--- src/rtl/mv_pkg.sv ---
// Shared definitions for the matrix-vector result path: node result format,
// drain state encoding and index sizing.
package mv_pkg;

    localparam int RES_DW         = 18;
    localparam int RES_INT_BITS   = 1;
    localparam int RES_FRAC_BITS  = 17;

    typedef enum logic {
        IDLE  = 1'b0,
        DRAIN = 1'b1
    } state_e;

    function automatic int idx_width(input int n);
        return (n > 1) ? $clog2(n) : 1;
    endfunction

endpackage

--- src/rtl/mv_result_drain.sv ---
// Snapshots all node results on a capture strobe and streams them out one
// sign-extended word per beat on a valid/ready/last master port.
module mv_result_drain
    import mv_pkg::*;
#(
    parameter int N_NODES = 8,
    parameter int DW      = mv_pkg::RES_DW,
    parameter int OW      = 32
) (
    input  logic                  clk,
    input  logic                  rst,
    input  logic [N_NODES*DW-1:0] res_flat,
    input  logic                  capture,
    output logic [OW-1:0]         m_tdata,
    output logic                  m_tvalid,
    input  logic                  m_tready,
    output logic                  m_tlast,
    output logic                  busy,
    output logic                  overrun,
    input  logic                  clr_overrun
);

    localparam int IW = idx_width(N_NODES);

    state_e          state_q, state_d;
    logic [IW-1:0]   idx_q, idx_d;
    logic [DW-1:0]   buf_q [N_NODES];
    logic            overrun_q, overrun_d;
    logic            load;
    logic            drop;
    logic            at_last;
    logic            beat;

    assign at_last = (idx_q == IW'(N_NODES - 1));
    assign beat    = (state_q == DRAIN) && m_tready;

    always_comb begin
        state_d   = state_q;
        idx_d     = idx_q;
        load      = 1'b0;
        drop      = 1'b0;
        overrun_d = overrun_q;
        case (state_q)
            IDLE: begin
                if (capture) begin
                    load    = 1'b1;
                    idx_d   = '0;
                    state_d = DRAIN;
                end
            end
            DRAIN: begin
                if (beat && at_last) begin
                    // A capture landing on the final beat chains straight into the next snapshot.
                    if (capture) begin
                        load  = 1'b1;
                        idx_d = '0;
                    end else begin
                        state_d = IDLE;
                    end
                end else begin
                    if (beat) begin
                        idx_d = idx_q + 1'b1;
                    end
                    drop = capture;
                end
            end
            default: state_d = IDLE;
        endcase
        if (drop) begin
            overrun_d = 1'b1;
        end else if (clr_overrun) begin
            overrun_d = 1'b0;
        end
    end

    always_ff @(posedge clk) begin
        if (rst) begin
            state_q   <= IDLE;
            idx_q     <= '0;
            overrun_q <= 1'b0;
            for (int k = 0; k < N_NODES; k++) begin
                buf_q[k] <= '0;
            end
        end else begin
            state_q   <= state_d;
            idx_q     <= idx_d;
            overrun_q <= overrun_d;
            if (load) begin
                for (int k = 0; k < N_NODES; k++) begin
                    buf_q[k] <= res_flat[k*DW +: DW];
                end
            end
        end
    end

    assign m_tvalid = (state_q == DRAIN);
    assign busy     = (state_q == DRAIN);
    assign m_tlast  = (state_q == DRAIN) && at_last;
    assign m_tdata  = OW'($signed(buf_q[idx_q]));
    assign overrun  = overrun_q;

endmodule

--- config.mk ---
export PLATFORM = sky130hd
export DESIGN_NAME = mv_result_drain
export DESIGN_NICKNAME = d
export VERILOG_FILES = /design/src/rtl/mv_pkg.sv /design/src/rtl/mv_result_drain.sv
export SDC_FILE = /design/constraint.sdc
export NUM_CORES = 1
export LEC_CHECK = 0
export ABC_AREA = 1
export BUFFER_PORTS_ARGS = -buffer_cell sky130_fd_sc_hd__buf_2
export CAP_MARGIN = 20
export CORE_MARGIN = 1.5
export CORE_UTILIZATION = 54
export CTS_CLUSTER_DIAMETER = 50
export DETAILED_ROUTE_END_ITERATION = 10
export PLACE_DENSITY_LB_ADDON = 0.08
export SLEW_MARGIN = 5
export SYNTH_ARGS = -nofsm -noshare
export SYNTH_HDL_FRONTEND = slang
export SYNTH_SLANG_ARGS = --single-unit
export TNS_END_PERCENT = 20
--- constraint.sdc ---
create_clock -name clk -period 17.6 [get_ports clk]
set_input_delay 1.76 -clock clk [delete_from_list [all_inputs] [get_ports clk]]
set_output_delay 1.76 -clock clk [all_outputs]
set_load 0.03 [all_outputs]
# After elaboration in Yosys (flattened, before gate mapping)
# Memory sizes are Yosys's and may differ from the RTL's. A register that Yosys moved wholly into a read port is not among the register bits.
# Cells that the tools add are included.
dict set report op_classes {
  reduce_logical 4
  eq_ne 2
  bitwise 9
  n_mux 28
  addsub 1
}
# cell count
set ops {}
lappend ops {{$mux W18} 8}
lappend ops {{$mux W3} 5}
lappend ops {{$mux W1} 12}
lappend ops {{$or A1 B1 Y1} 8}
lappend ops {{$pmux W3 S2} 1}
lappend ops {{$pmux W1 S2} 2}
lappend ops {{$add A3 B1 Y3 const B} 1}
lappend ops {{$eq A3 B3 Y1 const B} 1}
lappend ops {{$logic_and A1 B1 Y1} 3}
lappend ops {{$ne A3 B1 Y1 const B} 1}
lappend ops {{$reduce_bool A2 Y1} 1}
lappend ops {{$not A1 Y1} 1}
dict set report word_totals {
  ff_bits 5
  out_inout_bits 36
  wordCells 48
  mem_count 1
  ramBits 144
}
# name depth width rd rd_clocked_by_memory_dff write_ports line
set memory_table {}
lappend memory_table {buf_q 8 18 1 1 8 mv_result_drain.sv:27} ;# logic [DW-1:0] buf_q [N_NODES];

# Logic depth before layout (Yosys ltp)
# Gate-level depths: netlist of the first run.
dict set report logic_depth {
  depth_word 8
  mapped_depth 9
  mapped_depth_nobuf 8
}

# Worst setup path after synthesis of the first run
# OpenSTA, ideal clock, no wires.
dict set report synth_path {
  path_kind {in2reg}
  startpoint {input port m_tready}
  endpoint {memory buf_q[0][0] in the netlist's numbering, enable pin}
  path_stages 4
  t_arrival_ns 12.018
  path_slack_ns 4.736
  setup_ns 0.846
  cell_sequence {nand2_1 nand2_2 inv_1 o21ai_0}
}
# element line
set synth_lines {}
lappend synth_lines {{start: declaration} mv_result_drain.sv:16} ;# input logic m_tready,
lappend synth_lines {{end: declaration} mv_result_drain.sv:27}

==> results.yml, run 1 <==
status:
  status: "finished, final reports clean"
routing:
  post_drt_via_cell_ratio: 4.810
  antenna_left: 0
  drc_errors: 0
  drt_iter0_markers: 542
  mean_routed_wirelength_per_cell_um: 13.99
  via_count: 5671
  initial_drt_pass_iterations: 5
  wirelength_um: 16500
logic_synthesis:
  syn_area_per_cell_um2: 8.800
  synth_area_in_compound_gates: 0.05368
  mappedNetlistNets: 988
  synth.largest_area_cell: "sky130_fd_sc_hd__edfxtp_1"
  postSynth.asyncResetShare: 0
  number_of_enable_type_register_cells_in_the_synthesized_netlist: 144
  yosys-top-cells-count: "sky130_fd_sc_hd__nor2_1 (214), sky130_fd_sc_hd__nand2_1 (155), sky130_fd_sc_hd__inv_1 (152), sky130_fd_sc_hd__edfxtp_1 (144), sky130_fd_sc_hd__o21ai_0 (59)"
  combinational_family_with_the_most_area_after_synthesis: "simple AND/OR/NAND/NOR gates"
  synth_xor_xnor_area_share: 0
  ys_seq_elements: 152
  synth_cells: 837
  synth_simple_gate_area_frac: 0.2079
  netlist_area_before_placement_mm2: 0.007366
  synth-adder-area-share: 0.003397
  post_synth_num_cell_types: 22
  synth-warning-count: 0
  ys_seq_area_frac: 0.6088
  synth_mux_area_frac: 0
  synthFlopType: "sky130_fd_sc_hd__edfxtp_1"
  synth_top_cell_area_share: 0.5871
  leading_post_synthesis_cells_by_cell_area: "sky130_fd_sc_hd__edfxtp_1 (59%), sky130_fd_sc_hd__nor2_1 (11%), sky130_fd_sc_hd__nand2_1 (7.9%), sky130_fd_sc_hd__inv_1 (7.7%), sky130_fd_sc_hd__o21ai_0 (4.0%)"
  post-synth-top-count-cell: "sky130_fd_sc_hd__nor2_1"
global_routing:
  largest_net_degree_at_the_start_of_global_routing: 83
  grt_util_all_layers: 0.2426
  grt_pass1_vias: 5286
  grt_first_pass_wirelength_um: 26210
  grt_overflow: 0
  grt_antenna_before_repair: 1
sta:
  finClkSkew_ps: 5.258
  setup_total_negative_slack_ps: 0
  worst_hold_check_slack_ps: 463.5
  final_max_slew_viol_count: 0
  period_minus_slack_ps: 4749
  setup_viol: 0
  grt_setup_unrepaired: "no"
  final_hold_viol_count: 0
  setup_slack_ps: 12850
  worst_pin_slew_ps: 1025
  finalCritPeriodShare: 0.2698
  achievable-frequency_ghz: 0.2106
  slew_headroom: 0.3166
flow_run:
  cap_viol_max_count: 0
place:
  dp_hpwl_um: 11290
  detailedPlace.worstSlack_ps: 13050
  port_buffers: 184
  finalWeightedCongestion: 0.8952
setup_path:
  crit_path_frequent_cell: "sky130_fd_sc_hd__nand2_1"
  crit_path_max_incr_delay_ps: 600
  worstPathMaxFanout: 73
  critPathCaptureType: "primary output"
  criticalPathCategory: "flip-flop to primary output"
  crit_slowest_cell: "sky130_fd_sc_hd__buf_4"
  cp_data_arrival_time_ps: 2990
  worstPathRequired_ps: 15840
  critical-path-top-delay-family: "buffers and inverters"
  crit_path_cell_trace: "buf_4 > inv_2 > buf_4 > o21ai_0 > nand2_1 > nand2_1 > nand2_1 > buf_2"
  critical_path.startpoint_type: "flip-flop"
  critical_path.n_buffers_inverters: 4
power_and_ir_drop:
  netSwitchingPower_uw: 219.4
  switching_share: 0.2474
  max-vdd-ir-drop_mv: 0.05797
  power-per-cell-area_mw_per_mm2: 101.1
  total_power_uw: 886.9
  share_clk_of_total_power: 0.380
  power.internal_uw: 667.5
  leakage_uw: 0.004504
  share_seq_of_total_power: 0.489
  combPwrFrac: 0.131
die:
  start_util: 0.5540
  io_pins: 185
  rows: 42
  core_mm2: 0.01330
  die_area_mm2: 0.01435
  die_w_um: 119.8
  die_height_um: 119.8
finish:
  syn_to_final_growth_pct: 19.14
  fill_cells: 1121
  post_route_cells_drive_above_1_share: 0.2413
  num_antenna_cells: 0
  num-nets-final: 1141
clock_tree:
  tritoncts: "built"
  post_cts.resized_instances: 0
  ctsHoldBuffers: 0
  clockBufferDepth: 2
  root_buffer: "sky130_fd_sc_hd__clkbuf_16"
  clock_insertion_delay_worst_skew_ps: 410
  worst_setup_hold_path_clk_slew_ps: 50
  tritoncts_buffer_count: 17
  tritoncts_num_sinks: 152
  postCtsSetupBuffers: 0
  htree_levels: 4
hold_path:
  hold_path_class: "flip-flop to flip-flop"
## flip-flops by register name, summed over array words and instances, names as in the netlist, named ones only
signal / flops
buf_q: 144
overrun: 1
busy: 1
idx_q: 3
## cell type report
class | count | area (um2) | share of cell area
clock buffer | 20 | 436.7 | 0.04976
inverter | 156 | 588.1 | 0.06701
tap | 176 | 220.2 | 0.02509
timing repair buffer | 190 | 965.9 | 0.1101
sequential | 152 | 4486 | 0.5111
clock inverter | 12 | 108.9 | 0.01240
multi-input combinational | 473 | 1971 | 0.2246
## cell families after synthesis
group / count (synthesis)
adders and majority gates: 2
and+or+nand+nor: 392
AOI/OAI and AO/OA: 79
buffers and inverters: 212
DFF: 152
## through the flow
step           cell area (um2)  std cells  utilization
3_3_place_gp              8230       1147       0.6190
2_1_floorplan             7366        837            -
3_5_place_dp              8230       1147       0.6190
5_1_grt                   8776       1179       0.6601
4_1_cts                   8776       1179       0.6601
6_report                  8776       1179       0.6601
## final timing paths
path	start	end	slack [ps]	cells past startpoint
worst min register to register	overrun$_SDFFE_PP0P_	overrun$_SDFFE_PP0P_	460	2
worst min-delay path	overrun$_SDFFE_PP0P_	overrun$_SDFFE_PP0P_	460	2
worst max register to register	idx_q[1]$_SDFFE_PP0N_	buf_q[7][12]$_SDFFCE_PP0P_	14520	8
worst max-delay path	flip-flop	m_tdata[4]	12850	8
## tightest hold or removal path, stage by stage, from the launching register on
cell and delay (ps):
sky130_fd_sc_hd__dfxtp_1 310, sky130_fd_sc_hd__nand2_1 60, sky130_fd_sc_hd__a21oi_1 50
## cells in the final DEF (no fill, tap or decap), drive strengths merged, types with 5 or more instances in the layout
| cell | netlist | routed |
|---|---|---|
| clkbuf | 9 | 20 |
| clkinv | 1 | 11 |
| inv | 155 | 155 |
| nor2 | 234 | 234 |
| a21oi | 5 | 5 |
| buf | 47 | 190 |
| edfxtp | 144 | 144 |
| nand2 | 156 | 156 |
| dfxtp | 8 | 8 |
| o21ai | 74 | 74 |
## power by group through the flow
stage / registers, uW / clock network [uW] / logic [uW]
finish: 434 / 337 / 116
global route: 436 / 353 / 130
global placement: 441 / 0 / 116
CTS: 434 / 340 / 117
detailed placement: 441 / 0 / 116
floorplan: 446 / 0 / 80.1
## routing by layer
metal | track usage | vias to the layer above | part of all wire | wire, um
met4 | 0.05952 | 0 | 0.0088 | 145
met2 | 0.3833 | 218 | 0.46 | 7667
met1 | 0.3417 | 2585 | 0.45 | 7401
met3 | 0.05941 | 15 | 0.078 | 1285
met5 | 0 | - | 0 | 0
li1 | - | 2853 | - | -
No activity file was read; power rests on OpenSTA's default activity.
==> run 2: changes to the inputs <==
- ABC_AREA: 1 -> 0
- CORE_UTILIZATION: 54 -> 53
- clock period: 17.6 -> 4.45 ns (I/O delays scaled with it)
==> run 2 against run 1 <==
Sequential share of layout area is 1.3 points higher. Register-to-register slack got worse by 13000 ps. Die area decreased by 3.6%. Critical path type unchanged. Final area shrank 2.5%. Non-clock buffer count is 2 lower. Sequential power rose to 3.9 times the previous value. Area after synthesis down 5.5%. Via count down 29%. Combinational power rose to 2.9 times the previous value.
==> results.yml, run 2 <==
status:
  status: "finished, final reports clean"
logic_synthesis:
  syn_area_per_cell_um2: 16.70
  netlist_area_before_placement_mm2: 0.006964
  ys_seq_area_frac: 0.6439
  mappedNetlistNets: 568
  ys_seq_elements: 152
  post_synth_num_cell_types: 25
  number_of_enable_type_register_cells_in_the_synthesized_netlist: 144
  synth_cells: 417
  synth.largest_area_cell: "sky130_fd_sc_hd__edfxtp_1"
  synth_top_cell_area_share: 0.6209
  synthFlopType: "sky130_fd_sc_hd__edfxtp_1"
  yosys-top-cells-count: "sky130_fd_sc_hd__edfxtp_1 (144), sky130_fd_sc_hd__and2_1 (109), sky130_fd_sc_hd__nor2b_1 (39), sky130_fd_sc_hd__mux4_1 (36), sky130_fd_sc_hd__mux2_2 (18)"
  synth-warning-count: 0
  postSynth.asyncResetShare: 0
  post-synth-top-count-cell: "sky130_fd_sc_hd__edfxtp_1"
  leading_post_synthesis_cells_by_cell_area: "sky130_fd_sc_hd__edfxtp_1 (62%), sky130_fd_sc_hd__mux4_1 (14%), sky130_fd_sc_hd__and2_1 (9.8%), sky130_fd_sc_hd__nor2b_1 (3.5%), sky130_fd_sc_hd__mux2_2 (2.9%)"
sta:
  final_max_slew_viol_count: 0
  finalCritPeriodShare: 0.6328
  setup_viol: 0
  setup_total_negative_slack_ps: 0
  achievable-frequency_ghz: 0.3551
  grt_setup_unrepaired: "no"
  slew_headroom: 0.3783
  final_hold_viol_count: 0
  finClkSkew_ps: 5.971
  period_minus_slack_ps: 2816
  worst_pin_slew_ps: 931.3
global_routing:
  global_route.usage.met1: 0.2291
  grt_antenna_before_repair: 0
  grt_util_all_layers: 0.2038
  grtUsageMet3: 0.06008
  grt_pass1_vias: 4054
  largest_net_degree_at_the_start_of_global_routing: 109
  gr-usage-met2: 0.3611
  grt_busiest_layer: "met2"
  grt_first_pass_wirelength_um: 20730
  grt_overflow: 0
finish:
  num_antenna_cells: 0
  post-route-cell-area_mm2: 0.008559
  reg_top3: "buf_q (144), idx_q (3)"
  largest_register: "buf_q"
  largest_register_ffs: 144
  syn_to_final_growth_pct: 22.91
  layout_common_cells: "sky130_fd_sc_hd__buf_2 (184), sky130_fd_sc_hd__edfxtp_1 (144), sky130_fd_sc_hd__and2_1 (109)"
  fill_cells: 935
  num-nets-final: 735
  final_common_cell: "sky130_fd_sc_hd__buf_2"
  post_route_cells_drive_above_1_share: 0.3920
power_and_ir_drop:
  power.internal_uw: 2814
  total_power_uw: 3542
  power-per-cell-area_mw_per_mm2: 413.8
  share_clk_of_total_power: 0.421
  leakage_uw: 0.003604
  switching_share: 0.2054
  max-vdd-ir-drop_mv: 0.3272
  combPwrFrac: 0.097
  netSwitchingPower_uw: 727.3
  share_seq_of_total_power: 0.482
die:
  rows: 41
  die_height_um: 117.6
  core_mm2: 0.01272
  die_w_um: 117.6
  die_area_mm2: 0.01384
  io_pins: 185
  start_util: 0.5474
clock_tree:
  clock_insertion_delay_worst_skew_ps: 420
  tritoncts_num_sinks: 152
  clockBufferDepth: 2
  postCtsSetupBuffers: 0
  worst_setup_hold_path_clk_slew_ps: 50
  tritoncts: "built"
  post_cts.resized_instances: 0
  ctsHoldBuffers: 0
  root_buffer: "sky130_fd_sc_hd__clkbuf_16"
  htree_levels: 4
  tritoncts_buffer_count: 17
place:
  placement.cell_area_mm2: 0.007925
  finalWeightedCongestion: 0.8278
  dp_hpwl_um: 9188
  port_buffers: 184
setup_path:
  critical_path.startpoint_type: "flip-flop"
  worstPathMaxFanout: 28
  criticalPathCategory: "flip-flop to primary output"
  cp_data_arrival_time_ps: 2370
  critPathCaptureType: "primary output"
  r2r_cells: 6
  worstPathRequired_ps: 4010
routing:
  initial_drt_pass_iterations: 4
  mean_routed_wirelength_per_cell_um: 17.82
  wirelength_um: 13700
  antenna_left: 0
  via_count: 4008
  drc_errors: 0
  post_drt_via_cell_ratio: 5.212
  drt_iter0_markers: 225
hold_path:
  hold_path_class: "primary input to flip-flop"
  worst_hold_path.num_cells: 3
flow_run:
  cap_viol_max_count: 0
-- run 2: cell count changes after synthesis, sizes merged, moves of 3 or more --
cell    previous run  this run
nor2             234         3
nand2            156         2
clkbuf             9        17
a21oi              5         2
nor2b              0        39
inv              155         2
mux2               0        18
and2               0       109
buf               47        23
o211ai             0         3
mux4               0        36
o21ai             74         1
-- run 2: worst paths after layout --
check                             start  slack (ps)                         end
hold reg to reg   idx_q[2]$_SDFFE_PP0N_         530                   flip-flop
hold / removal                  capture         280             busy$_SDFF_PP0_
setup reg to reg  idx_q[0]$_SDFFE_PP0N_        1770  buf_q[0][13]$_SDFFCE_PN0P_
setup / recovery              flip-flop        1630                 m_tdata[28]
-- run 2: power by group through the flow --
stage | Clock [uW] | Sequential [uW] | Combinational (uW)
2_1_floorplan | 0 | 1730 | 230
3_3_place_gp | 0 | 1740 | 329
3_5_place_dp | 0 | 1750 | 338
4_1_cts | 1520 | 1720 | 340
5_1_grt | 1580 | 1720 | 368
6_report | 1490 | 1710 | 342
-- run 2: layer usage --
| metal | wire (um) | part of all wire |
|---|---|---|
| met5 | 0 | 0 |
| met2 | 7200 | 0.53 |
| met4 | 293 | 0.021 |
| met3 | 898 | 0.066 |
| met1 | 5310 | 0.39 |
-- run 2: cells by family (layout without fill, tap and decap cells) --
kind of cell	Yosys count	count (layout)	synth area share
adder cells (fa/ha/maj)	2	2	0.003593
AO/OA/AOI/OAI	10	10	0.009881
flip-flops	152	152	0.6439
AND/OR/NAND/NOR	157	157	0.1416
multiplexers	54	54	0.1649
buffers and inverters	42	222	0.03611
-- run 2: cell type report --
class                      count  area (um2)  share of cell area
sequential                   152        4487              0.5242
clock buffer                  18       429.2             0.05014
tap                          172       215.2             0.02514
inverter                       2       7.507           0.0008771
multi-input combinational    223        2240              0.2617
timing repair buffer         188       996.0              0.1164
clock inverter                14       185.2             0.02163
-- run 2: worst max-delay path, stage by stage, from the launching register on --
cell	delay, ps
sky130_fd_sc_hd__dfxtp_2	500
sky130_fd_sc_hd__buf_12	270
sky130_fd_sc_hd__mux4_1	590
sky130_fd_sc_hd__mux2_2	370
sky130_fd_sc_hd__buf_2	210
-- run 2: stage by stage --
stage | util | cells | setup slack, ps | hold WS, ps
floorplan | - | 417 | 962.1 | 490.9
global placement | 0.6208 | 735 | 1625 | 510.5
detailed placement | 0.6229 | 736 | 1641 | 515.7
CTS | 0.6712 | 768 | 1190 | 261.1
global route | 0.6728 | 769 | 1553 | 287.0
finish | 0.6728 | 769 | 1634 | 275.1
==> run 3: changes to the inputs <==
- ABC_AREA: 0 -> 1
- CORE_UTILIZATION: 53 -> 54
- clock period: 4.45 -> 2.7 ns (I/O delays scaled with it)
==> run 3 against run 2 <==
Final area rose by 3.7%. Die area rose by 3.7%. Setup slack got worse by 1400 ps. Combinational power rose by 120%. Core utilization fell by 0.51 points. Wire length rose by 19%. Largest cell class unchanged.
==> results.yml, run 3 (synthesis results as in run 1) <==
sta:
  finalCritPeriodShare: 0.9122
  grt_setup_unrepaired: "no"
  final_hold_viol_count: 0
  setup_viol: 0
  final_max_slew_viol_count: 0
  achievable-frequency_ghz: 0.4060
  setup_total_negative_slack_ps: 0
  setup_slack_ps: 237.0
  worst_pin_slew_ps: 561.0
  finClkSkew_ps: 7.739
  slew_headroom: 0.6260
  period_minus_slack_ps: 2463
die:
  die_area_mm2: 0.01435
  start_util: 0.5540
  io_pins: 185
  core_mm2: 0.01330
  die_height_um: 119.8
  rows: 42
  die_w_um: 119.8
finish:
  reg_top3: "buf_q (144), idx_q (3)"
  post-route-cell-area_mm2: 0.008877
  seqCellArea_mm2: 0.004488
  multi_input_comb_area_mm2: 0.001998
  layout_common_cells: "sky130_fd_sc_hd__nor2_1 (214), sky130_fd_sc_hd__buf_2 (184), sky130_fd_sc_hd__nand2_1 (154)"
  fill_cells: 1058
  largest_register: "buf_q"
  syn_to_final_growth_pct: 20.52
  num-nets-final: 1147
  num_antenna_cells: 0
  final_cell_count_no_fill: 1184
  largest_register_ffs: 144
  final_common_cell: "sky130_fd_sc_hd__nor2_1"
  post_route_cells_drive_above_1_share: 0.2520
routing:
  drt_iter0_markers: 552
  wirelength_um: 16270
  drc_errors: 0
  post_drt_via_cell_ratio: 4.790
  via_count: 5671
  antenna_left: 0
  initial_drt_pass_iterations: 5
  mean_routed_wirelength_per_cell_um: 13.74
setup_path:
  critical_path.startpoint_type: "flip-flop"
  cp_data_arrival_time_ps: 2190
  criticalPathCategory: "flip-flop to primary output"
  worstPathRequired_ps: 2430
  r2r_cells: 7
  reg2reg_slack_ps: 770
  worst_r2r_startpoint: "idx_q[1]$_SDFFE_PP0N_"
  critPathCaptureType: "primary output"
  worstPathMaxFanout: 29
  r2r-end: "buf_q[1][4]$_SDFFCE_PN0P_"
clock_tree:
  postCtsSetupBuffers: 0
  worst_setup_hold_path_clk_slew_ps: 60
  tritoncts_buffer_count: 17
  tritoncts_num_sinks: 152
  htree_levels: 4
  root_buffer: "sky130_fd_sc_hd__clkbuf_16"
  clock_insertion_delay_worst_skew_ps: 420
  tritoncts: "built"
  clockBufferDepth: 2
global_routing:
  grt_util_all_layers: 0.2417
  grt_first_pass_wirelength_um: 25900
  grtUsageMet3: 0.05703
  grt_pass1_vias: 5366
  grt_overflow: 0
  grt_busiest_layer: "met2"
  largest_net_degree_at_the_start_of_global_routing: 105
  global_route.usage.met1: 0.3392
  gr-usage-met2: 0.3657
  grt_antenna_before_repair: 0
place:
  placement.cell_area_mm2: 0.008330
  port_buffers: 184
  finalWeightedCongestion: 0.8376
  detailedPlace.worstSlack_ps: 564.9
  dp.cells: 1153
  dp_hpwl_um: 11170
flow_run:
  cap_viol_max_count: 0
hold_path:
  hold_path_class: "primary input to flip-flop"
  whs_endpoint: "overrun$_SDFFE_PP0P_"
  timing.hold.worst.start: "clr_overrun"
  worst_hold_path.num_cells: 4
power_and_ir_drop:
  power-per-cell-area_mw_per_mm2: 652.9
  total_power_uw: 5796
  leakage_uw: 0.004529
  max-vdd-ir-drop_mv: 0.4408
status:
  status: "finished, final reports clean"
run 3: per-layer routing:
metal / up-vias / share of wire
met5: - / 0
met3: 28 / 0.078
li1: 2861 / -
met4: 0 / 0.025
met2: 246 / 0.45
met1: 2536 / 0.45
run 3: cell type report:
class / instances / share of cell area
sequential: 152 / 0.5056
multi-input combinational: 473 / 0.2251
timing repair buffer: 196 / 0.1171
inverter: 156 / 0.06624
clock buffer: 19 / 0.04877
tap: 176 / 0.02481
clock inverter: 12 / 0.01240
run 3: how the worst max path moves through the flow:
stage	from	to	slack, ps	depth (start not counted)
after floorplan	idx_q[1]$_SDFFE_PP0N_	buf_q[0][0]$_SDFFCE_PN0P_	-870	6
after global routing	flip-flop	m_tdata[19]	6	9
after detailed placement	flip-flop	m_tdata[17]	560	8
after global placement	flip-flop	m_tdata[17]	560	8
after CTS	flip-flop	m_tdata[17]	110	8
final	flip-flop	m_tdata[17]	240	9
run 3: worst max-delay path, stage by stage (launching register included):
cell and delay, ps:
sky130_fd_sc_hd__dfxtp_2 320, sky130_fd_sc_hd__inv_2 340, sky130_fd_sc_hd__buf_4 260, sky130_fd_sc_hd__nand2_1 70, sky130_fd_sc_hd__nand2_1 60, sky130_fd_sc_hd__nand2_1 40
sky130_fd_sc_hd__o21ai_1 80, sky130_fd_sc_hd__nand2_1 60, sky130_fd_sc_hd__nand2_1 260, sky130_fd_sc_hd__buf_2 260
run 3: stage by stage:
step	utilization	hold slack [ps]
after global routing	0.6677	120.5
final	0.6677	97.21
after CTS	0.6674	93.59
after global placement	0.6266	458.3
after detailed placement	0.6266	467.1
after floorplan	-	412.7
run 3: timing repair:
action                                  4_1_cts  5_1_grt
gates resized for setup                       0        1
endpoints found under the setup margin        0       15
hold buffers                                  0        0
run 3: power by group:
group	total, uW	switching [uW]	internal, uW
combinational	769	522	247
sequential	2820	49.2	2770
clock	2200	873	1330
